File: config.mk
export PLATFORM = sky130hd
export DESIGN_NAME = read_resp_router
export DESIGN_NICKNAME = d
export VERILOG_FILES = /design/src/rtl/read_resp_router.sv
export SDC_FILE = /design/constraint.sdc
export NUM_CORES = 1
export LEC_CHECK = 0
export ABC_AREA = 1
export CORE_AREA = 3 3 125 127
export CTS_CLUSTER_SIZE = 25
export DETAILED_ROUTE_END_ITERATION = 8
export DIE_AREA = 0 0 128 130
export PLACE_DENSITY = 0.67
export SLEW_MARGIN = 40
export SYNTH_ARGS = -nofsm -noshare
export SYNTH_HDL_FRONTEND = slang
export SYNTH_SLANG_ARGS = --single-unit
File: constraint.sdc
create_clock -name ACLK -period 2.5 [get_ports ACLK]
set_input_delay 0.5 -clock ACLK [delete_from_list [all_inputs] [get_ports ACLK]]
set_output_delay 0.5 -clock ACLK [all_outputs]
set_load 0.05 [all_outputs]
File: src/rtl/read_resp_router.sv
// AXI R-channel return router: round-robin arbitration among six slaves,
// locked to the granted slave until its RLAST beat is accepted by the master.
module read_resp_router #(
    parameter int DATA_BITS = 32,
    parameter int ID_BITS   = 8
) (
    input  logic                 ACLK,
    input  logic                 ARESETn,
    input  logic [ID_BITS-1:0]   RID_S0,
    input  logic [DATA_BITS-1:0] RDATA_S0,
    input  logic [1:0]           RRESP_S0,
    input  logic                 RLAST_S0,
    input  logic                 RVALID_S0,
    output logic                 RREADY_S0,
    input  logic [ID_BITS-1:0]   RID_S1,
    input  logic [DATA_BITS-1:0] RDATA_S1,
    input  logic [1:0]           RRESP_S1,
    input  logic                 RLAST_S1,
    input  logic                 RVALID_S1,
    output logic                 RREADY_S1,
    input  logic [ID_BITS-1:0]   RID_S2,
    input  logic [DATA_BITS-1:0] RDATA_S2,
    input  logic [1:0]           RRESP_S2,
    input  logic                 RLAST_S2,
    input  logic                 RVALID_S2,
    output logic                 RREADY_S2,
    input  logic [ID_BITS-1:0]   RID_S3,
    input  logic [DATA_BITS-1:0] RDATA_S3,
    input  logic [1:0]           RRESP_S3,
    input  logic                 RLAST_S3,
    input  logic                 RVALID_S3,
    output logic                 RREADY_S3,
    input  logic [ID_BITS-1:0]   RID_S4,
    input  logic [DATA_BITS-1:0] RDATA_S4,
    input  logic [1:0]           RRESP_S4,
    input  logic                 RLAST_S4,
    input  logic                 RVALID_S4,
    output logic                 RREADY_S4,
    input  logic [ID_BITS-1:0]   RID_S5,
    input  logic [DATA_BITS-1:0] RDATA_S5,
    input  logic [1:0]           RRESP_S5,
    input  logic                 RLAST_S5,
    input  logic                 RVALID_S5,
    output logic                 RREADY_S5,
    output logic [ID_BITS-1:0]   RID_M,
    output logic [DATA_BITS-1:0] RDATA_M,
    output logic [1:0]           RRESP_M,
    output logic                 RLAST_M,
    output logic                 RVALID_M,
    input  logic                 RREADY_M,
    output logic                 BUSY,
    output logic [2:0]           GRANT
);

    typedef enum logic {IDLE, LOCK} state_t;

    state_t               r_state, w_state_nxt;
    logic [2:0]           r_sel, r_ptr, w_sel_nxt, w_ptr_nxt, w_sel_inc, w_pick;
    logic                 w_found;
    logic [3:0]           w_cand;
    logic [5:0]           w_rvalid, w_rlast, w_rready;
    logic [ID_BITS-1:0]   w_rid   [6];
    logic [DATA_BITS-1:0] w_rdata [6];
    logic [1:0]           w_rresp [6];

    assign w_rvalid = {RVALID_S5, RVALID_S4, RVALID_S3, RVALID_S2, RVALID_S1, RVALID_S0};
    assign w_rlast  = {RLAST_S5, RLAST_S4, RLAST_S3, RLAST_S2, RLAST_S1, RLAST_S0};
    assign w_rid    = '{RID_S0, RID_S1, RID_S2, RID_S3, RID_S4, RID_S5};
    assign w_rdata  = '{RDATA_S0, RDATA_S1, RDATA_S2, RDATA_S3, RDATA_S4, RDATA_S5};
    assign w_rresp  = '{RRESP_S0, RRESP_S1, RRESP_S2, RRESP_S3, RRESP_S4, RRESP_S5};
    assign {RREADY_S5, RREADY_S4, RREADY_S3, RREADY_S2, RREADY_S1, RREADY_S0} = w_rready;

    assign w_sel_inc = (r_sel == 3'd5) ? '0 : r_sel + 3'd1;
    assign BUSY      = (r_state == LOCK);
    assign GRANT     = r_sel;

    // Round-robin search starting at r_ptr, index wrapped modulo 6
    always_comb begin
        w_found = 1'b0;
        w_pick  = r_ptr;
        w_cand  = '0;
        for (int unsigned i = 0; i < 6; i++) begin
            w_cand = {1'b0, r_ptr} + 4'(i);
            if (w_cand >= 4'd6) w_cand = w_cand - 4'd6;
            if (!w_found && w_rvalid[w_cand[2:0]]) begin
                w_found = 1'b1;
                w_pick  = w_cand[2:0];
            end
        end
    end

    always_comb begin
        w_state_nxt = r_state;
        w_sel_nxt   = r_sel;
        w_ptr_nxt   = r_ptr;
        w_rready    = '0;
        RID_M       = '0;
        RDATA_M     = '0;
        RRESP_M     = '0;
        RLAST_M     = 1'b0;
        RVALID_M    = 1'b0;
        unique case (r_state)
            IDLE: begin
                if (w_found) begin
                    w_sel_nxt   = w_pick;
                    w_state_nxt = LOCK;
                end
            end
            LOCK: begin
                RID_M            = w_rid[r_sel];
                RDATA_M          = w_rdata[r_sel];
                RRESP_M          = w_rresp[r_sel];
                RLAST_M          = w_rlast[r_sel];
                RVALID_M         = w_rvalid[r_sel];
                w_rready[r_sel]  = RREADY_M;
                if (w_rvalid[r_sel] && RREADY_M && w_rlast[r_sel]) begin
                    w_state_nxt = IDLE;
                    w_ptr_nxt   = w_sel_inc;
                end
            end
            default: w_state_nxt = IDLE;
        endcase
    end

    always_ff @(posedge ACLK or negedge ARESETn) begin
        if (!ARESETn) begin
            r_state <= IDLE;
            r_sel   <= '0;
            r_ptr   <= '0;
        end else begin
            r_state <= w_state_nxt;
            r_sel   <= w_sel_nxt;
            r_ptr   <= w_ptr_nxt;
        end
    end

endmodule
* After elaboration in Yosys (flattened, before gate mapping)
Index checks and enable logic that the tools add are counted.
** Storage, ports and cells
- Bits in registers :: 7
- Input bits :: 267
- Output and inout port bits :: 54
- Word-level logic and storage cells :: 104
** Cells by class
- Add/subtract/negate cells :: 12
- Order comparisons :: 15
- Equality and inequality tests :: 1
- Mux-type cells :: 55
- Bitwise gates (word level) :: 3
- Reductions and logical operators :: 15
** Operator list (count)
- 32-bit binary-select mux with 3-bit select :: 1
- 32-bit 2-to-1 mux :: 3
- 3-bit 2-to-1 mux :: 13
- 3-bit by 4-bit less-than comparator with 1-bit output, second input constant :: 7
- 1-bit binary-select mux with 3-bit select :: 8
- 8-bit binary-select mux with 3-bit select :: 1
- 8-bit 2-to-1 mux :: 3
- 4-bit by 3-bit >= comparator with 1-bit output, second input constant :: 5
- 1-bit 2-to-1 mux :: 19
- 3-bit subtractor, second input constant :: 6
- 3-bit by 2-bit adder with 4-bit output, second input constant :: 2
- 3-bit by 3-bit adder with 4-bit output, second input constant :: 2
- 1-bit logical AND :: 8
- 6-bit bitwise AND :: 1
- 2-bit binary-select mux with 3-bit select :: 1
- 2-bit 2-to-1 mux :: 3
- 6-bit 2-to-1 mux :: 1
- 1-bit zero test :: 5
- 3-bit by 1-bit adder with 4-bit output, second input constant :: 1
- 4-bit >= comparator, second input constant :: 1
- 3-bit NOT with 4-bit output :: 1
- 2-bit AND reduction :: 2
- 3-bit by 1-bit adder with 3-bit output, second input constant :: 1
- 1-bit demux with 3-bit select :: 1
- other kinds (5) :: 5

* Logic depth before layout (Yosys ltp)
- Depth in word-level cells :: 22
- Gate-level depth with buffers :: 22
- Gate-level depth less buffers :: 20

* Worst setup path after synthesis
No wires, ideal clock.
- Kind :: register -> output
- From :: register r_sel[2], in the netlist GRANT[2]
- To :: output RREADY_S4
- Data arrival time :: 2562 ps
- Path slack :: -562 ps
- Cell stages (with the launch flop) :: 7
- Buffers on the path :: 2
- Cells stage by stage :: dfrtp_1 buf_2 inv_2 nor2_4 buf_2 clkinv_1 nor3_1
** Between the ends
- Word-level cells in the longest chain between the ends :: 6
** Ends and longest elaborated chain
- start: declaration :: RTL line 58 : logic [2:0] r_sel, r_ptr, w_sel_nxt, w_ptr_nxt, w_sel_inc, w_pick;
- start signal: assignment :: RTL line 132 : r_sel <= w_sel_nxt;
- 3-bit by 4-bit less-than comparator with 1-bit output (not written as such) / 3-bit by 1-bit >= comparator with 1-bit output (equally long branches) :: RTL line 115 : w_rready[r_sel] = RREADY_M;
- 1-bit logical AND (not written as such) :: RTL line 115
- 1-bit 2-to-1 mux (not written as such) :: RTL line 115
- 1-bit demux with 3-bit select (*) :: RTL line 115
- 6-bit bitwise AND (no source line) (*)
- 6-bit 2-to-1 mux (*) :: RTL line 102 : unique case (r_state)
- end: declaration :: RTL line 38 : output logic RREADY_S4,
Mark *: on every way between the ends. The rest lies on a longest branch, timed or not.

* Final worst setup path
- From :: register r_sel[1], in the netlist GRANT[1]
- To :: output RDATA_M[28]
** Between the ends
- Word-level cells in the longest chain between the ends :: 5
** Ends and longest elaborated chain
- 3-bit NOT with 4-bit output (not written as such) :: RTL line 111 : RDATA_M = w_rdata[r_sel];
- 32-bit binary-select mux with 3-bit select :: RTL line 111
- 32-bit 2-to-1 mux (not written as such) (2 in series) :: RTL line 111
- 32-bit 2-to-1 mux :: RTL line 102
- end: declaration :: RTL line 46 : output logic [DATA_BITS-1:0] RDATA_M,
No other way between the ends. The select of a mux whose other input is x is not followed.

==> flow_summary.toml <==
[die]
dieArea_um2 = 16600
die_w_um = 128
num_io_pins = 321
die_y_um = 130
rows = 44
initial_core_util = 0.233
core_um2 = 14500

[cells_and_area]
fillers = 1413
fin_nets = 1260
design_area_um2 = 7870
fin_util = 0.541
area_growth_pct = 132
drive_above_1_share = 0.186
final_cells = 1168
antenna_cells = 0

[setup_path]
end_kind = "output port"
crit_slowest_cell = "dfrtp_2"
critPathKind = "flop to output port"
cp_num_buf_inv = 2
cp_max_fo = 9
cp_data_arrival_time_ns = 1.95
path_delay_family = "flip-flops"
crit_chain = "nor2_4 > clkinv_2 > nor2_1 > o21ai_0 > a41oi_4 > buf_12"
critical_path.max_stage_delay_ns = 0.48
cp.required_ns = 2.00
startpoint_type = "flop"

[placed_design]
place_area_um2 = 7590
hpwl_um = 17600
dp_slack_ns = -0.0440
gp_congestion = 0.889
place.port_buffers = 320
post-place-cells = 1152

[synthesis]
ys_seq_area_frac = 0.0517
ys_types = 35
async_reset_ff_frac = 1.00
syn-instance-count = 658
synth_flop_cell = "dfrtp_1"
synth_top_area_frac = 0.216
synthTopCellsByArea = "nand2_1, a32o_1, nand3_1, inv_1, o21ai_0"
yosysMostFrequentCell = "nand2_1"
ys_ff_latch = 7
syn_nets = 933
syn_area_um2 = 3390
synth_area_leader_cell = "nand2_1"
synth_edf_count = 0
syn-mean-instance-area_um2 = 5.15
ys_warn_count = 0
ys_top_cells_by_count = "nand2_1, inv_1, nand3_1"

[clocking]
cts_max_path_buffers = 2
insertion_delay_ns = 0.23
hold_buffers = 0
cts_tree = "done"
numClockSinks = 7
cts_buffers = 3
cts_root_buf = "clkbuf_16"
htreeDepth = 1
path_clk_slew_ns = 0.04

[status]
status = "finished, final reports clean"

[routing]
ant_nets = 0
firstDrtPassIters = 7
drtIter0Drc = 327
wl_per_cell_um = 18.8
routed_wl_um = 22000
drc = 0
vias = 5793
routed_via_density = 4.96

[pwr]
worst_ir_drop_vdd_mv = 0.779
p_leak_uw = 0.00335
power.density_nw_per_um2 = 1620

[timing]
setup_viol = 0
fin_crit_sh = 0.978
tightest_slew_ns = 0.527
slew_headroom = 0.648
fin_skew_ns = 0.000472
clock.fmax_mhz = 409
final.setup.worst_slack_ns = 0.0542
hold_viol = 0
grt_setup_unrepaired = "yes"
final.setup.tns_ns = 0
min_period_ns = 2.45
slew_viol_final = 0

[grt]
antenna_found_initial = 0
grt_pass1_vias = 5686
grt_max_degree = 50
grt_overflow = 0
grt_pass1_wl_um = 31800
grt_usage = 0.241

[flow_run]
cap_violations = 0

[min_path]
hold_path_class = "input pin to async pin"
## stage by stage
step | total power, uW | hold slack, ns
3_3_place_gp | 11800 | 0.614
2_1_floorplan | 6690 | 0.204
4_1_cts | 12100 | 0.588
6_report | 12700 | 0.573
5_1_grt | 13600 | 0.596
3_5_place_dp | 11800 | 0.645
## where the power goes
| part | total, uW | internal, uW | switching (uW) |
|---|---|---|---|
| clock network | 278 | 213 | 65.3 |
| logic | 12200 | 5090 | 7070 |
| registers | 295 | 181 | 114 |
| total | 12700 | 5480 | 7250 |
## final timing paths
check,slack [ns],startpoint,cells after the start,endpoint
worst max-delay path,0.05,GRANT[1]$_DFFE_PN0P_,6,RDATA_M[28]
worst min-delay path,0.57,ARESETn,1,r_ptr[0]$_DFFE_PN0P_
worst max register to register,0.21,r_ptr[0]$_DFFE_PN0P_,16,GRANT[2]$_DFFE_PN0P_
worst min register to register,0.65,GRANT[1]$_DFFE_PN0P_,2,GRANT[1]$_DFFE_PN0P_
max in group asynchronous,1.60,ARESETn,1,GRANT[0]$_DFFE_PN0P_
min in group ACLK,0.65,GRANT[1]$_DFFE_PN0P_,2,GRANT[1]$_DFFE_PN0P_
## state kept, by name, summed over array words and instances (netlist names)
name   cells
BUSY       1
r_ptr      3
GRANT      3
## cell usage in the layout, fill, tap and decap left out, types with 4 or more instances in the layout
cell type,netlist,layout
inv_1,71,39
buf_12,0,57
clkbuf_16,0,4
a21oi_1,41,39
buf_4,0,40
nand4_1,23,23
o21ai_0,47,46
o21ai_1,7,7
a32o_1,34,34
inv_2,5,36
a41oi_2,0,6
o31ai_1,17,17
nor2_4,3,7
ha_1,8,6
nor2_2,2,4
nand3_1,64,62
nand2_1,195,193
clkdlybuf4s50_1,0,268
nor2_1,59,53
## cells by family after synthesis
| family | share of synthesized area |
|---|---|
| fa+ha+maj | 0.0296 |
| compound gates | 0.315 |
| flops | 0.0517 |
| buf+inv | 0.141 |
| simple gates | 0.458 |
| xor+xnor | 0.00517 |
## final cells by class
class | count | area [um2] | share of cell area
clock buffer | 4 | 78.8 | 0.0100
inverter | 77 | 293 | 0.0372
multi-input combinational | 528 | 2910 | 0.370
sequential | 7 | 183 | 0.0232
tap | 184 | 230 | 0.0293
timing repair buffer | 368 | 4170 | 0.530
## repair_timing
action,in CTS,in global routing
pin swaps,0,6
endpoints found under the setup margin,1,20
gates resized for setup,1,25
buffers inserted,0,11
hold endpoints to repair,0,0
gates cloned,0,1
## layer usage
layer,vias to the layer above,GRT usage,wire length (um)
met2,249,0.433,11300
li1,2903,-,-
met4,0,0.0680,604
met5,-,0,0
met3,42,0.0524,1580
met1,2599,0.289,8550
Power figures use the tool's default switching activity.
